File: src/rtl/mps_link_pkg.sv
// Shared types and helpers for the MPS pixel-hit readout link.
// Type codes occupy the top two bits of every LVDS word.
package mps_link_pkg;

    typedef enum logic [1:0] {
        TC_IDLE    = 2'b00,
        TC_HEADER  = 2'b01,
        TC_DATA    = 2'b10,
        TC_TRAILER = 2'b11
    } type_code_e;

    typedef enum logic [1:0] {
        ST_IDLE,
        ST_HEADER,
        ST_DATA,
        ST_TRAILER
    } link_state_e;

    localparam int FRAME_CNT_W  = 16;
    localparam int IDLE_PAT_MAX = 64;

    // Alternating 1010... payload, right-aligned below the two type-code bits.
    function automatic logic [IDLE_PAT_MAX-1:0] idle_pattern(input int width);
        logic [IDLE_PAT_MAX-1:0] pat;
        pat = '0;
        for (int i = 0; i < IDLE_PAT_MAX; i++) begin
            pat[i] = (i < width - 2) && i[0];
        end
        return pat;
    endfunction

endpackage

File: src/rtl/mps_hit_fifo.sv
// Hit-word FIFO: synchronous write, combinational head read, separate occupancy counter.
// Writes while full and reads while empty are ignored, so callers may offer freely.
module mps_hit_fifo
    import mps_link_pkg::*;
#(
    parameter int DATA_W = 18,
    parameter int DEPTH  = 16,
    localparam int PTR_W = $clog2(DEPTH),
    localparam int CNT_W = $clog2(DEPTH + 1)
) (
    input  logic              clk3,
    input  logic              sys_reset_n,
    input  logic              wr_en,
    input  logic [DATA_W-1:0] wr_data,
    input  logic              rd_en,
    output logic [DATA_W-1:0] rd_data,
    output logic              full,
    output logic              empty,
    output logic [CNT_W-1:0]  occupancy
);

    logic [DATA_W-1:0] mem_q [DEPTH];
    logic [PTR_W-1:0]  wr_ptr_q, wr_ptr_d;
    logic [PTR_W-1:0]  rd_ptr_q, rd_ptr_d;
    logic [CNT_W-1:0]  occ_q, occ_d;
    logic              do_wr, do_rd;

    assign full      = (occ_q == CNT_W'(DEPTH));
    assign empty     = (occ_q == '0);
    assign occupancy = occ_q;
    assign rd_data   = mem_q[rd_ptr_q];
    assign do_wr     = wr_en && !full;
    assign do_rd     = rd_en && !empty;

    always_comb begin
        wr_ptr_d = wr_ptr_q;
        rd_ptr_d = rd_ptr_q;
        occ_d    = occ_q;
        if (do_wr) begin
            wr_ptr_d = wr_ptr_q + PTR_W'(1);
        end
        if (do_rd) begin
            rd_ptr_d = rd_ptr_q + PTR_W'(1);
        end
        case ({do_wr, do_rd})
            2'b10:   occ_d = occ_q + CNT_W'(1);
            2'b01:   occ_d = occ_q - CNT_W'(1);
            default: occ_d = occ_q;
        endcase
    end

    always_ff @(posedge clk3 or negedge sys_reset_n) begin
        if (!sys_reset_n) begin
            wr_ptr_q <= '0;
            rd_ptr_q <= '0;
            occ_q    <= '0;
        end else begin
            wr_ptr_q <= wr_ptr_d;
            rd_ptr_q <= rd_ptr_d;
            occ_q    <= occ_d;
        end
    end

    // Storage carries no reset; validity is tracked by the pointers and counter.
    always_ff @(posedge clk3) begin
        if (do_wr) begin
            mem_q[wr_ptr_q] <= wr_data;
        end
    end

endmodule

File: src/rtl/mps_readout_link.sv
// MPS readout link top: buffers hit words and emits one framed burst per trigger.
//   state      | meaning
//   ST_IDLE    | idle word on the bus, waiting for frame_trig
//   ST_HEADER  | header (frame count) on the bus
//   ST_DATA    | one popped hit word per cycle on the bus
//   ST_TRAILER | trailer (word count K) on the bus; may retrigger directly
module mps_readout_link
    import mps_link_pkg::*;
#(
    parameter int DATA_W = 18,
    parameter int DEPTH  = 16,
    parameter int LVDS_W = 24
) (
    input  logic              clk3,
    input  logic              sys_reset_n,
    input  logic              hit_valid,
    input  logic [DATA_W-1:0] hit_data,
    output logic              hit_ready,
    input  logic              frame_trig,
    output logic              trig_miss,
    output logic [LVDS_W-1:0] lvds_out,
    output logic              lvds_valid,
    output logic              mem_full,
    output logic              mem_empty
);

    localparam int CNT_W = $clog2(DEPTH + 1);
    localparam int PAY_W = LVDS_W - 2;
    localparam logic [IDLE_PAT_MAX-1:0] IDLE_FULL = idle_pattern(LVDS_W);

    function automatic logic [LVDS_W-1:0] mk_word(input type_code_e tc,
                                                  input logic [PAY_W-1:0] pay);
        return {tc, pay};
    endfunction

    localparam logic [LVDS_W-1:0] IDLE_WORD = mk_word(TC_IDLE, IDLE_FULL[PAY_W-1:0]);

    link_state_e             state_q, state_d;
    logic [CNT_W-1:0]        k_q, k_d;
    logic [CNT_W-1:0]        left_q, left_d;
    logic [FRAME_CNT_W-1:0]  frame_cnt_q, frame_cnt_d;
    logic [LVDS_W-1:0]       lvds_out_q, lvds_out_d;
    logic                    lvds_valid_q, lvds_valid_d;
    logic                    trig_miss_q, trig_miss_d;

    logic                    fifo_pop;
    logic [DATA_W-1:0]       fifo_head;
    logic                    fifo_full, fifo_empty;
    logic [CNT_W-1:0]        fifo_occ;

    mps_hit_fifo #(
        .DATA_W (DATA_W),
        .DEPTH  (DEPTH)
    ) u_fifo (
        .clk3        (clk3),
        .sys_reset_n (sys_reset_n),
        .wr_en       (hit_valid),
        .wr_data     (hit_data),
        .rd_en       (fifo_pop),
        .rd_data     (fifo_head),
        .full        (fifo_full),
        .empty       (fifo_empty),
        .occupancy   (fifo_occ)
    );

    assign hit_ready  = !fifo_full;
    assign mem_full   = fifo_full;
    assign mem_empty  = fifo_empty;
    assign lvds_out   = lvds_out_q;
    assign lvds_valid = lvds_valid_q;
    assign trig_miss  = trig_miss_q;

    // The output register is loaded with the word belonging to the next state,
    // so the bus shows the header in the cycle right after the trigger edge.
    always_comb begin
        state_d      = state_q;
        k_d          = k_q;
        left_d       = left_q;
        frame_cnt_d  = frame_cnt_q;
        lvds_out_d   = IDLE_WORD;
        lvds_valid_d = 1'b0;
        trig_miss_d  = 1'b0;
        fifo_pop     = 1'b0;

        case (state_q)
            ST_IDLE, ST_TRAILER: begin
                if (frame_trig) begin
                    state_d      = ST_HEADER;
                    k_d          = fifo_occ;
                    lvds_out_d   = mk_word(TC_HEADER, PAY_W'(frame_cnt_q));
                    lvds_valid_d = 1'b1;
                end else begin
                    state_d = ST_IDLE;
                end
            end
            ST_HEADER: begin
                trig_miss_d  = frame_trig;
                frame_cnt_d  = frame_cnt_q + FRAME_CNT_W'(1);
                lvds_valid_d = 1'b1;
                if (k_q != '0) begin
                    state_d    = ST_DATA;
                    fifo_pop   = 1'b1;
                    left_d     = k_q - CNT_W'(1);
                    lvds_out_d = mk_word(TC_DATA, PAY_W'(fifo_head));
                end else begin
                    state_d    = ST_TRAILER;
                    lvds_out_d = mk_word(TC_TRAILER, PAY_W'(k_q));
                end
            end
            ST_DATA: begin
                trig_miss_d  = frame_trig;
                lvds_valid_d = 1'b1;
                if (left_q != '0) begin
                    fifo_pop   = 1'b1;
                    left_d     = left_q - CNT_W'(1);
                    lvds_out_d = mk_word(TC_DATA, PAY_W'(fifo_head));
                end else begin
                    state_d    = ST_TRAILER;
                    lvds_out_d = mk_word(TC_TRAILER, PAY_W'(k_q));
                end
            end
            default: begin
                state_d = ST_IDLE;
            end
        endcase
    end

    always_ff @(posedge clk3 or negedge sys_reset_n) begin
        if (!sys_reset_n) begin
            state_q      <= ST_IDLE;
            k_q          <= '0;
            left_q       <= '0;
            frame_cnt_q  <= '0;
            lvds_out_q   <= IDLE_WORD;
            lvds_valid_q <= 1'b0;
            trig_miss_q  <= 1'b0;
        end else begin
            state_q      <= state_d;
            k_q          <= k_d;
            left_q       <= left_d;
            frame_cnt_q  <= frame_cnt_d;
            lvds_out_q   <= lvds_out_d;
            lvds_valid_q <= lvds_valid_d;
            trig_miss_q  <= trig_miss_d;
        end
    end

endmodule

File: config.mk
export PLATFORM = sky130hd
export DESIGN_NAME = mps_readout_link
export DESIGN_NICKNAME = d
export VERILOG_FILES = /design/src/rtl/mps_link_pkg.sv /design/src/rtl/mps_hit_fifo.sv /design/src/rtl/mps_readout_link.sv
export SDC_FILE = /design/constraint.sdc
export NUM_CORES = 1
export LEC_CHECK = 0
export CAP_MARGIN = 10
export CORE_UTILIZATION = 55
export CTS_CLUSTER_SIZE = 28
export DETAILED_ROUTE_END_ITERATION = 10
export DONT_BUFFER_PORTS = 1
export PLACE_DENSITY = 0.8
export REMOVE_ABC_BUFFERS = 1
export SLEW_MARGIN = 20
export SYNTH_ARGS = -nofsm -noshare
export SYNTH_HDL_FRONTEND = slang
export SYNTH_SLANG_ARGS = --single-unit
File: constraint.sdc
create_clock -name clk3 -period 3.75 [get_ports clk3]
set_input_delay 0.375 -clock clk3 [delete_from_list [all_inputs] [get_ports clk3]]
set_output_delay 0.375 -clock clk3 [all_outputs]
set_load 0.01 [all_outputs]
==> metrics.md <==
| Metric | Value |
|---|---|
| Share of cells above drive strength 1 | between 20% and 30% |
| Cells after Synth | 730 |
| Tcrit/Tclk final | between 90% and 100% |
| Area Overhead vs Synth | 13.43% |
| Hold_buf cts | 20 |
| Placeable core area | ~0.025 mm2 |
| Slew margin rel. | 29.57% |
| Clk_skew | approximately 0.03 ns |
| DRC | 0 |
| Arrival time worst endpoint | approximately 3.9 ns |
| Gr ovfl total | 0 |
| Critical path class | register to register |
| Fin Setup TNS | 0 ns |
| Starting Density | between 50% and 60% |
| Unique masters post-synth | 53 |
| Post-synth EDFFs | about 290 |
| Max Clock Freq | between 200 and 300 MHz |
| ANT nets after route | 0 |
| Fin area | roughly 0.016 mm2 |
| RSZ-0062 raised after global routing | no |
| Avg Inst Size Synth | 19.01 um2 |
| Final Max Tran Viols | 0 |
| GPL Wtd Cong | roughly 0.83 |
| Worst min-delay path class | primary input to register |
| Die height | around 160 um |
| Synth top cells by count | edfxtp_1, mux4_2, dfrtp_1 |
| Total Die Area | roughly 0.026 mm2 |
| First-pass GRT wire length | around 46000 um |
| Wirelength per Cell | around 27 um |
| Ports | between 50 and 60 |
| Final hold violations | 0 |
| Number of gates resized after CTS | 0 |
| Die W | 160.8 um |
| Vias in the first global route | around 7500 |
| Largest net degree at the start of global routing | between 60 and 70 |
| Synth warnings | 0 |
| Post-Route WL | roughly 30000 um |
| Power density over the cells | about 800 mW/mm2 |
| Leakage | 5.389 nW |
| CTS Sinks | around 350 |
| Register area share after synthesis | between 70% and 80% |
| Post-synthesis async set-or-reset flop share | between 10% and 20% |
| Main area contributors after synthesis | edfxtp_1, mux4_2, dfrtp_1, dfstp_2, ha_1 |
| Root buf cell | clkbuf_16 |
| Yosys reg bits | roughly 350 |
| Top cell type's share of synthesized area | between 60% and 70% |
| Period minus WS final | around 3.4 ns |
| Dpl hpwl | 17560 um |
| Post-DP Area | 0.01434 mm2 |
| Most frequent cell after synthesis | edfxtp_1 |
| CTS max path bufs | 3 |
| GR Util All Layers | 24.52% |
| Max rail drop VDD | just over 0.5 mV |
| Drt pass-1 iters | 5 |
| Final worst slack | about 0.33 ns |
| Fin cells | around 1100 |
| Latest clock arrival within the worst-skew pair | 0.52 ns |
| Worst Tran Pin Value | about 1.1 ns |
| Initial DRC Count | around 970 |
| Critical path required time | ~4.2 ns |
| Via count | around 7200 |
| DP Cell Count | between 1000 and 1500 |
| Pre-CTS worst setup slack | between 0.4 and 0.5 ns |
| Post-CTS Setup Bufs | 0 |
| Post-Syn Area | about 0.014 mm2 |
| CP startpoint kind | register |
| PnR Total Power | ~0.013 W |
| Fin nets | roughly 810 |
| CTS Buf Count | 34 |
| Status | finished, final reports clean |
| Largest area contributor in the synthesized netlist | edfxtp_1 |
| Rows | 57 |
| PortBufs | 0 |
| H-tree Lvls | 2 |
| Vias per cell | ~6.4 |
| Setup Viol. Count Final | 0 |
| Initial antenna violation count | 2 |
| CP endpoint kind | register |
| Crit path max fanout | 13 |
| CTS tree | done |
| Top FF cell, synth | edfxtp_1 |
| Worst-path clk slew | around 0.07 ns |
| Max-cap violations | 0 |
==> report_power, final <==
part	internal [W]	switching, W	total (W)
clock network	0.00215	0.00143	0.00358
logic	0.00156	0.00205	0.00361
registers	0.00488	0.000555	0.00543
==> final timing paths <==
kind | startpoint | to | slack (ns) | depth (start not counted)
worst max-delay path | state_q[0]$_DFFE_PN0P_ | u_fifo.occupancy[4]$_DFFE_PN0P_ | 0.33 | 12
max in group asynchronous | sys_reset_n | lvds_out[9]$_DFF_PN1_ | 3.01 | 2
worst max register to register | state_q[0]$_DFFE_PN0P_ | u_fifo.occupancy[4]$_DFFE_PN0P_ | 0.33 | 12
worst min-delay path | frame_trig | trig_miss$_DFF_PN0_ | 0.16 | 2
min in group asynchronous | sys_reset_n | left_q[1]$_DFFE_PN0P_ | 0.38 | 2
worst min register to register | frame_cnt_q[15]$_DFFE_PN0P_ | frame_cnt_q[15]$_DFFE_PN0P_ | 0.51 | 1
==> registers in the layout, indices dropped and copies added (netlist names), 2 cells and up <==
register          count
u_fifo.mem_q        288
frame_cnt_q          16
u_fifo.wr_ptr_q       4
u_fifo.occupancy      5
u_fifo.rd_ptr_q       4
k_q                   5
left_q                5
lvds_out             21
state_q               2
==> kinds of logic (layout without fill, tap and decap cells) <==
logic type / count (synthesis) / after routing / synth area share (%)
buffers and inverters: 50 / 120 / 1.758
xor gates and xnor gates: 28 / 28 / 1.767
and+or+nand+nor: 125 / 125 / 4.319
DFF: 352 / 352 / 73.96
muxes: 88 / 88 / 13.14
other: 1 / 4 / 0.02703
adders and majority gates: 14 / 14 / 1.317
AOI/OAI and AO/OA: 72 / 72 / 3.715
==> layout make-up <==
cell class / count / area [um2]
clock buffers: 43 / 948.4
diodes: 2 / 5.005
multi-input cells: 329 / 3423
inverters: 15 / 56.30
fillers: 1595 / 8795
well taps: 324 / 405.4
flip-flops and latches: 352 / 10270
repair buffers: 43 / 402.9
clock inverters: 19 / 230.2
==> placed cells by master (no fill, tap or decap), types with 12 or more instances in the layout <==
cell type | Yosys | final
nand2_1 | 43 | 43
nor2_1 | 31 | 19
a22o_1 | 12 | 12
clkbuf_16 | 0 | 37
dlygate4sd3_1 | 0 | 19
mux4_2 | 75 | 75
nor2_2 | 0 | 12
inv_1 | 15 | 15
ha_1 | 13 | 13
xnor2_1 | 16 | 16
o21ai_0 | 15 | 15
buf_4 | 7 | 22
dfrtp_1 | 54 | 52
edfxtp_1 | 288 | 288
xor2_1 | 12 | 12
==> critical path: stages, from the launching register on <==
cell and delay, ns:
dfrtp_1 0.39, inv_1 0.08, ha_1 0.50, o21ai_2 0.24
a211oi_2 0.44, ha_1 0.32, inv_1 0.12, fa_1 0.43
nor2b_1 0.15, o21ai_0 0.12, and3_1 0.21, nor3_1 0.18
xor2_1 0.17
==> per-stage QoR <==
| step | util [%] | hold slack [ns] |
|---|---|---|
| after CTS | 64.13 | 0.1529 |
| after global placement | 58.44 | 0.08162 |
| after detailed placement | 58.44 | 0.08097 |
| after global routing | 64.14 | 0.2393 |
| after floorplan | - | 0.07941 |
| final | 64.15 | 0.1634 |
==> layer usage <==
layer / vias to the layer above / track usage, % / part of all wire (%)
met3: 69 / 4.855 / 7.9
met2: 394 / 40.36 / 51
met4: 0 / 9.520 / 3.1
met5: - / 0 / 0
li1: 2999 / - / -
met1: 3725 / 32.59 / 38
No activity file was read; power rests on OpenSTA's default activity.
